## src/rtl/cpu_pkg.sv

```systemverilog
// Shared CPU definitions: datapath sizes, status-flag bit positions and
// the writeback queue entry layout.
package cpu_pkg;

    localparam int WIDTH       = 16;
    localparam int REG_ADDR_W  = 3;
    localparam int QUEUE_DEPTH = 2;
    localparam int COUNT_W     = $clog2(QUEUE_DEPTH + 1);

    // Status register bit positions, packed as {N, Z, C, V}
    localparam int FLAG_N = 3;
    localparam int FLAG_Z = 2;
    localparam int FLAG_C = 1;
    localparam int FLAG_V = 0;

    // One buffered ALU result waiting for the register-file write port
    typedef struct packed {
        logic [WIDTH-1:0]      data;
        logic [REG_ADDR_W-1:0] addr;
        logic                  wen;
    } wb_entry_t;

endpackage

```

## src/rtl/wb_queue.sv

```systemverilog
// Two-entry in-order result queue with push, pop and flush.
// Flush discards every entry and overrides a same-cycle push.
module wb_queue
    import cpu_pkg::*;
(
    input  logic               clk,
    input  logic               rst_n,
    input  logic               push,
    input  wb_entry_t          push_entry,
    input  logic               pop,
    input  logic               flush,
    output wb_entry_t          head_entry,
    output logic [COUNT_W-1:0] count
);

    wb_entry_t mem [QUEUE_DEPTH];
    logic      head_ptr;
    logic      tail_ptr;
    logic      push_ok;
    logic      pop_ok;

    // Refuse pushes into a full queue and pops from an empty one
    assign push_ok = push && !flush && (count != COUNT_W'(QUEUE_DEPTH));
    assign pop_ok  = pop && (count != '0);

    // Entry storage: write the tail slot on push
    always_ff @(posedge clk) begin
        if (!rst_n) begin
            // NOTE: the storage is cleared on reset because the write port
            // reads it directly and must show zero address/data out of reset.
            for (int i = 0; i < QUEUE_DEPTH; i++) begin
                mem[i] <= '0;
            end
        end else if (push_ok) begin
            // NOTE: all clocked state uses non-blocking assignments so every
            // register samples the values from before the edge.
            mem[tail_ptr] <= push_entry;
        end
    end

    // Pointers and occupancy; flush empties the queue in one edge
    always_ff @(posedge clk) begin
        if (!rst_n || flush) begin
            head_ptr <= 1'b0;
            tail_ptr <= 1'b0;
            count    <= '0;
        end else begin
            if (push_ok) begin
                tail_ptr <= ~tail_ptr;
            end
            if (pop_ok) begin
                head_ptr <= ~head_ptr;
            end
            case ({push_ok, pop_ok})
                2'b10:   count <= count + 1'b1;
                2'b01:   count <= count - 1'b1;
                default: count <= count;
            endcase
        end
    end

    assign head_entry = mem[head_ptr];

endmodule

```

## src/rtl/alu_writeback_stage.sv

```systemverilog
// Execute-to-writeback stage: captures ALU results, updates the status
// flags at accept time and retires results in order to the register file.
module alu_writeback_stage #(
    parameter int WIDTH      = cpu_pkg::WIDTH,
    parameter int REG_ADDR_W = cpu_pkg::REG_ADDR_W,
    parameter int DEPTH      = cpu_pkg::QUEUE_DEPTH
) (
    input  logic                  clk,
    input  logic                  rst_n,
    input  logic                  in_valid,
    output logic                  in_ready,
    input  logic [WIDTH-1:0]      in_result,
    input  logic                  in_zero,
    input  logic                  in_overflow,
    input  logic                  in_carry,
    input  logic [REG_ADDR_W-1:0] in_rd,
    input  logic                  in_wen,
    input  logic                  in_setflags,
    input  logic                  flush,
    output logic                  wb_valid,
    input  logic                  wb_ready,
    output logic [REG_ADDR_W-1:0] wb_addr,
    output logic [WIDTH-1:0]      wb_data,
    output logic [3:0]            flags,
    output logic                  busy
);

    import cpu_pkg::*;

    wb_entry_t          push_entry;
    wb_entry_t          head_entry;
    logic [COUNT_W-1:0] count;
    logic               accept;
    logic               pop;

    // Ready depends on stored occupancy only, never on wb_ready
    assign in_ready = (count != COUNT_W'(DEPTH));
    assign busy     = (count != '0);
    assign accept   = in_valid && in_ready && !flush;

    // Writes to r0 are turned into no-write entries at capture
    assign push_entry.data = in_result;
    assign push_entry.addr = in_rd;
    assign push_entry.wen  = in_wen && (in_rd != '0);

    // Retire: write entries wait for the register file, others pop at once
    always_comb begin
        // NOTE: every output gets a default first so no path leaves a latch.
        wb_valid = 1'b0;
        pop      = 1'b0;
        if (busy) begin
            wb_valid = head_entry.wen;
            pop      = head_entry.wen ? wb_ready : 1'b1;
        end
    end

    assign wb_addr = head_entry.addr;
    assign wb_data = head_entry.data;

    // Status flags follow accepted results that request a flag update
    always_ff @(posedge clk) begin
        if (!rst_n) begin
            flags <= 4'b0000;
        end else if (accept && in_setflags) begin
            flags[FLAG_N] <= in_result[WIDTH-1];
            flags[FLAG_Z] <= in_zero;
            flags[FLAG_C] <= in_carry;
            flags[FLAG_V] <= in_overflow;
        end
    end

    wb_queue u_queue (
        .clk        (clk),
        .rst_n      (rst_n),
        .push       (accept),
        .push_entry (push_entry),
        .pop        (pop),
        .flush      (flush),
        .head_entry (head_entry),
        .count      (count)
    );

endmodule

```

## config.mk

```make
export PLATFORM = sky130hd
export DESIGN_NAME = alu_writeback_stage
export DESIGN_NICKNAME = d
export VERILOG_FILES = /design/src/rtl/cpu_pkg.sv /design/src/rtl/wb_queue.sv /design/src/rtl/alu_writeback_stage.sv
export SDC_FILE = /design/constraint.sdc
export NUM_CORES = 1
export LEC_CHECK = 0
export ABC_CLOCK_PERIOD_IN_PS = 6700
export CAP_MARGIN = 20
export CORE_UTILIZATION = 40
export DETAILED_ROUTE_END_ITERATION = 7
export PLACE_DENSITY = 0.71
export SYNTH_ARGS = -nofsm -noshare
export SYNTH_HDL_FRONTEND = slang
export SYNTH_HIERARCHICAL = 1
export SYNTH_SLANG_ARGS = --single-unit
```

## constraint.sdc

```tcl
create_clock -name clk -period 6.7 [get_ports clk]
set_input_delay 1.34 -clock clk [delete_from_list [all_inputs] [get_ports clk]]
set_output_delay 1.34 -clock clk [all_outputs]
set_load 0.01 [all_outputs]
```

==> reports/qor.txt <==
Hold-fix buffers, CTS - 0
RSZ-0062 raised after global routing - no
Yosys reg bits - 49
Die H - 76.64 um
Post-Syn Nets - 190
worst setup path end - u_queue/mem[1][16]
first-pass GRT wire length - 6292 um
GRT overflow - 0
Syn Area/Cell - 13.93 sq um
PD cells - 196.8 mW/mm^2
Area contributors post-synth - edfxtp_1 54%, and2_1 12%, mux2_2 10%
CP max FO - 21
Clock Latency Late Sink - 290 ps
most common cell in the netlist - and2_1
Final period util - 0.5840
reg-to-reg startpoint - u_queue/count[0]
ANT cells - 0
post-route cell area - 0.002900 sq mm
synth cell count leaders - 41 x and2_1, 40 x edfxtp_1, 20 x mux2_2
pin count of the biggest net entering global routing - 22
DR iter-0 viols - 55
Root Buffer Master - clkbuf_8
number of primary I/O pins - 55
crit path launch - rst_n
Slowest-stage cell, CP - or2b_1
Pleak - 1.048 nW
endpoints failing setup - 0
vias - 1345
worst-case reg-to-reg path depth - 5
CP peak stage delay - 750 ps
DR WL/cell - 13.34 um
Reg clk slew, reported paths - 90 ps
Yosys Warn Count - 6
Synth cell types - 30
Area Overhead vs Synth - 30.15%
pins over their slew limit - 0
Worst-Margin Slew - 925.2 ps
Post-DP Area - 0.002803 sq mm
area of the multi-input gates - 782.0 sq um
WP data arrival - 3840 ps
share of Yosys cell area claimed by the top area cell type - 0.5390
Post-synth EDFFs - 40
DIE AREA - 0.005874 sq mm
maximum clock rate - 255.6 MHz
vias in the first global route - 1332
Antenna Nets Post-Route - 0
mapped cell area - 0.002228 sq mm
WP data required - 6620 ps
Sequential Area - 0.001381 sq mm
Post-Route WL - 3803 um
Final TNS setup - 0 ps
Inserted Clock Buffers - 5
fin cells - 285
VDD IR max - 0.09097 mV
hpwl dp - 2563 um
DRC Markers - 0
Final Power - 0.5706 mW
placement row count - 26
Seq/Total Area, Yosys - 0.6199
layout cell share with drive strength beyond 1 - 0.1628
post-synth top area cell - edfxtp_1
Top FF cell, synth - edfxtp_1
initial antenna violation count - 0
CP startpoint kind - primary input
Initial Utilization - 0.4255
minimum clock period - 3913 ps
Post-CTS Setup Bufs - 0
clock sinks - 49
TritonCTS clock tree - built
Crit Path Class - in2reg
H-Tree Depth - 2
Max Clock Skew - 7.487 ps
worst path cell trace - clkdlybuf4s50_1, or2b_4, nor4_4, or2b_1
FF-to-FF End - u_queue/mem[1][16]
nets@finish - 244
final hold vios - 0
vias per cell - 4.719
worst hold path class - reg2reg
Max-slew headroom - 0.3824
Cells after Synth - 160
Post-synth ARST share - 0
global placer's final weighted congestion - 0.7342
crit end category - flop
status - complete, no violations
CTS max path bufs - 2
Fill cells - 466
Die Wd - 76.64 um
core area - 0.005238 sq mm
Pre-antenna DRT Iters - 4
Post-CTS Resized - 0
GRT Total Usage - 0.1396
post-layout util - 0.5538
MaxCap Viol Count - 0
r2r setup slk - 3880 ps
dpl cells - 276
I/O Buffers - 54
[sequential cells by signal, summed over array words and instances (netlist names), named ones only]
signal and cells:
flags 4, u_queue/count 2, u_queue/mem 40, u_queue/tail_ptr 1, u_queue/head_ptr 1
[power breakdown]
| part | total [mW] | switching [mW] | internal, mW | leakage [nW] |
|---|---|---|---|---|
| sequential | 0.345 | 0.00379 | 0.341 | 0.488 |
| combinational | 0.0626 | 0.0245 | 0.0381 | 0.514 |
| clock | 0.163 | 0.0910 | 0.0722 | 0.0455 |
| total | 0.571 | 0.119 | 0.451 | 1.05 |
[layout by cell type (no fill, tap or decap), types with 2 or more instances in the layout]
master	instances
or3_1	3
clkdlybuf4s50_1	54
clkbuf_8	5
nor2_1	3
and2_1	41
mux2i_1	4
mux2_2	20
nor4_4	2
edfxtp_1	40
inv_1	2
o21ai_0	2
dfxtp_1	9
a21oi_1	2
nand2_1	8
xnor2_1	2
[critical path, delay by kind of cell]
kind,cells,cell delay (ps)
AND/OR/NAND/NOR,3,1800
buffers and inverters,1,680
[logic make-up (layout without fill, tap and decap cells)]
family | Yosys count | count (layout) | share of synthesized area
buffers and inverters | 11 | 66 | 0.03088
AOI/OAI and AO/OA | 8 | 8 | 0.02190
DFF | 49 | 49 | 0.6199
muxes | 24 | 24 | 0.1190
and+or+nand+nor | 64 | 64 | 0.1909
adders and majority gates | 1 | 1 | 0.005614
xor gates and xnor gates | 3 | 3 | 0.01179
[per-layer routing]
| layer | part of all wire | up-vias | track usage |
|---|---|---|---|
| met3 | 0.054 | 5 | 0.03234 |
| met2 | 0.49 | 42 | 0.2360 |
| met1 | 0.44 | 633 | 0.1711 |
| li1 | - | 665 | - |
| met4 | 0.012 | 0 | 0.05769 |
| met5 | 0 | - | 0 |
[layout make-up]
class	count	area share
Inverter	3	0.003883
Timing Repair Buffer	55	0.1903
Tap cell	70	0.03020
Clock inverter	3	0.006040
Sequential cell	49	0.4763
Clock buffer	5	0.02373
Multi-Input combinational cell	100	0.2696
[metrics by stage]
stage          setup WS (ps)  hold slack [ps]
3_5_place_dp            2447            450.4
6_report                2787            462.8
4_1_cts                 2750            466.5
2_1_floorplan           2781            479.0
3_3_place_gp            2513            447.9
5_1_grt                 2573            510.1
[worst min-delay path by stage]
stage / startpoint / endpoint / cells after the start
2_1_floorplan: flags[0] / flags[0] / 2
3_3_place_gp: flags[2] / flags[2] / 2
3_5_place_dp: flags[2] / flags[2] / 2
4_1_cts: flags[2] / flags[2] / 2
5_1_grt: flags[1] / flags[1] / 2
6_report: flags[2] / flags[2] / 2
No activity file was read; power rests on OpenSTA's default activity.
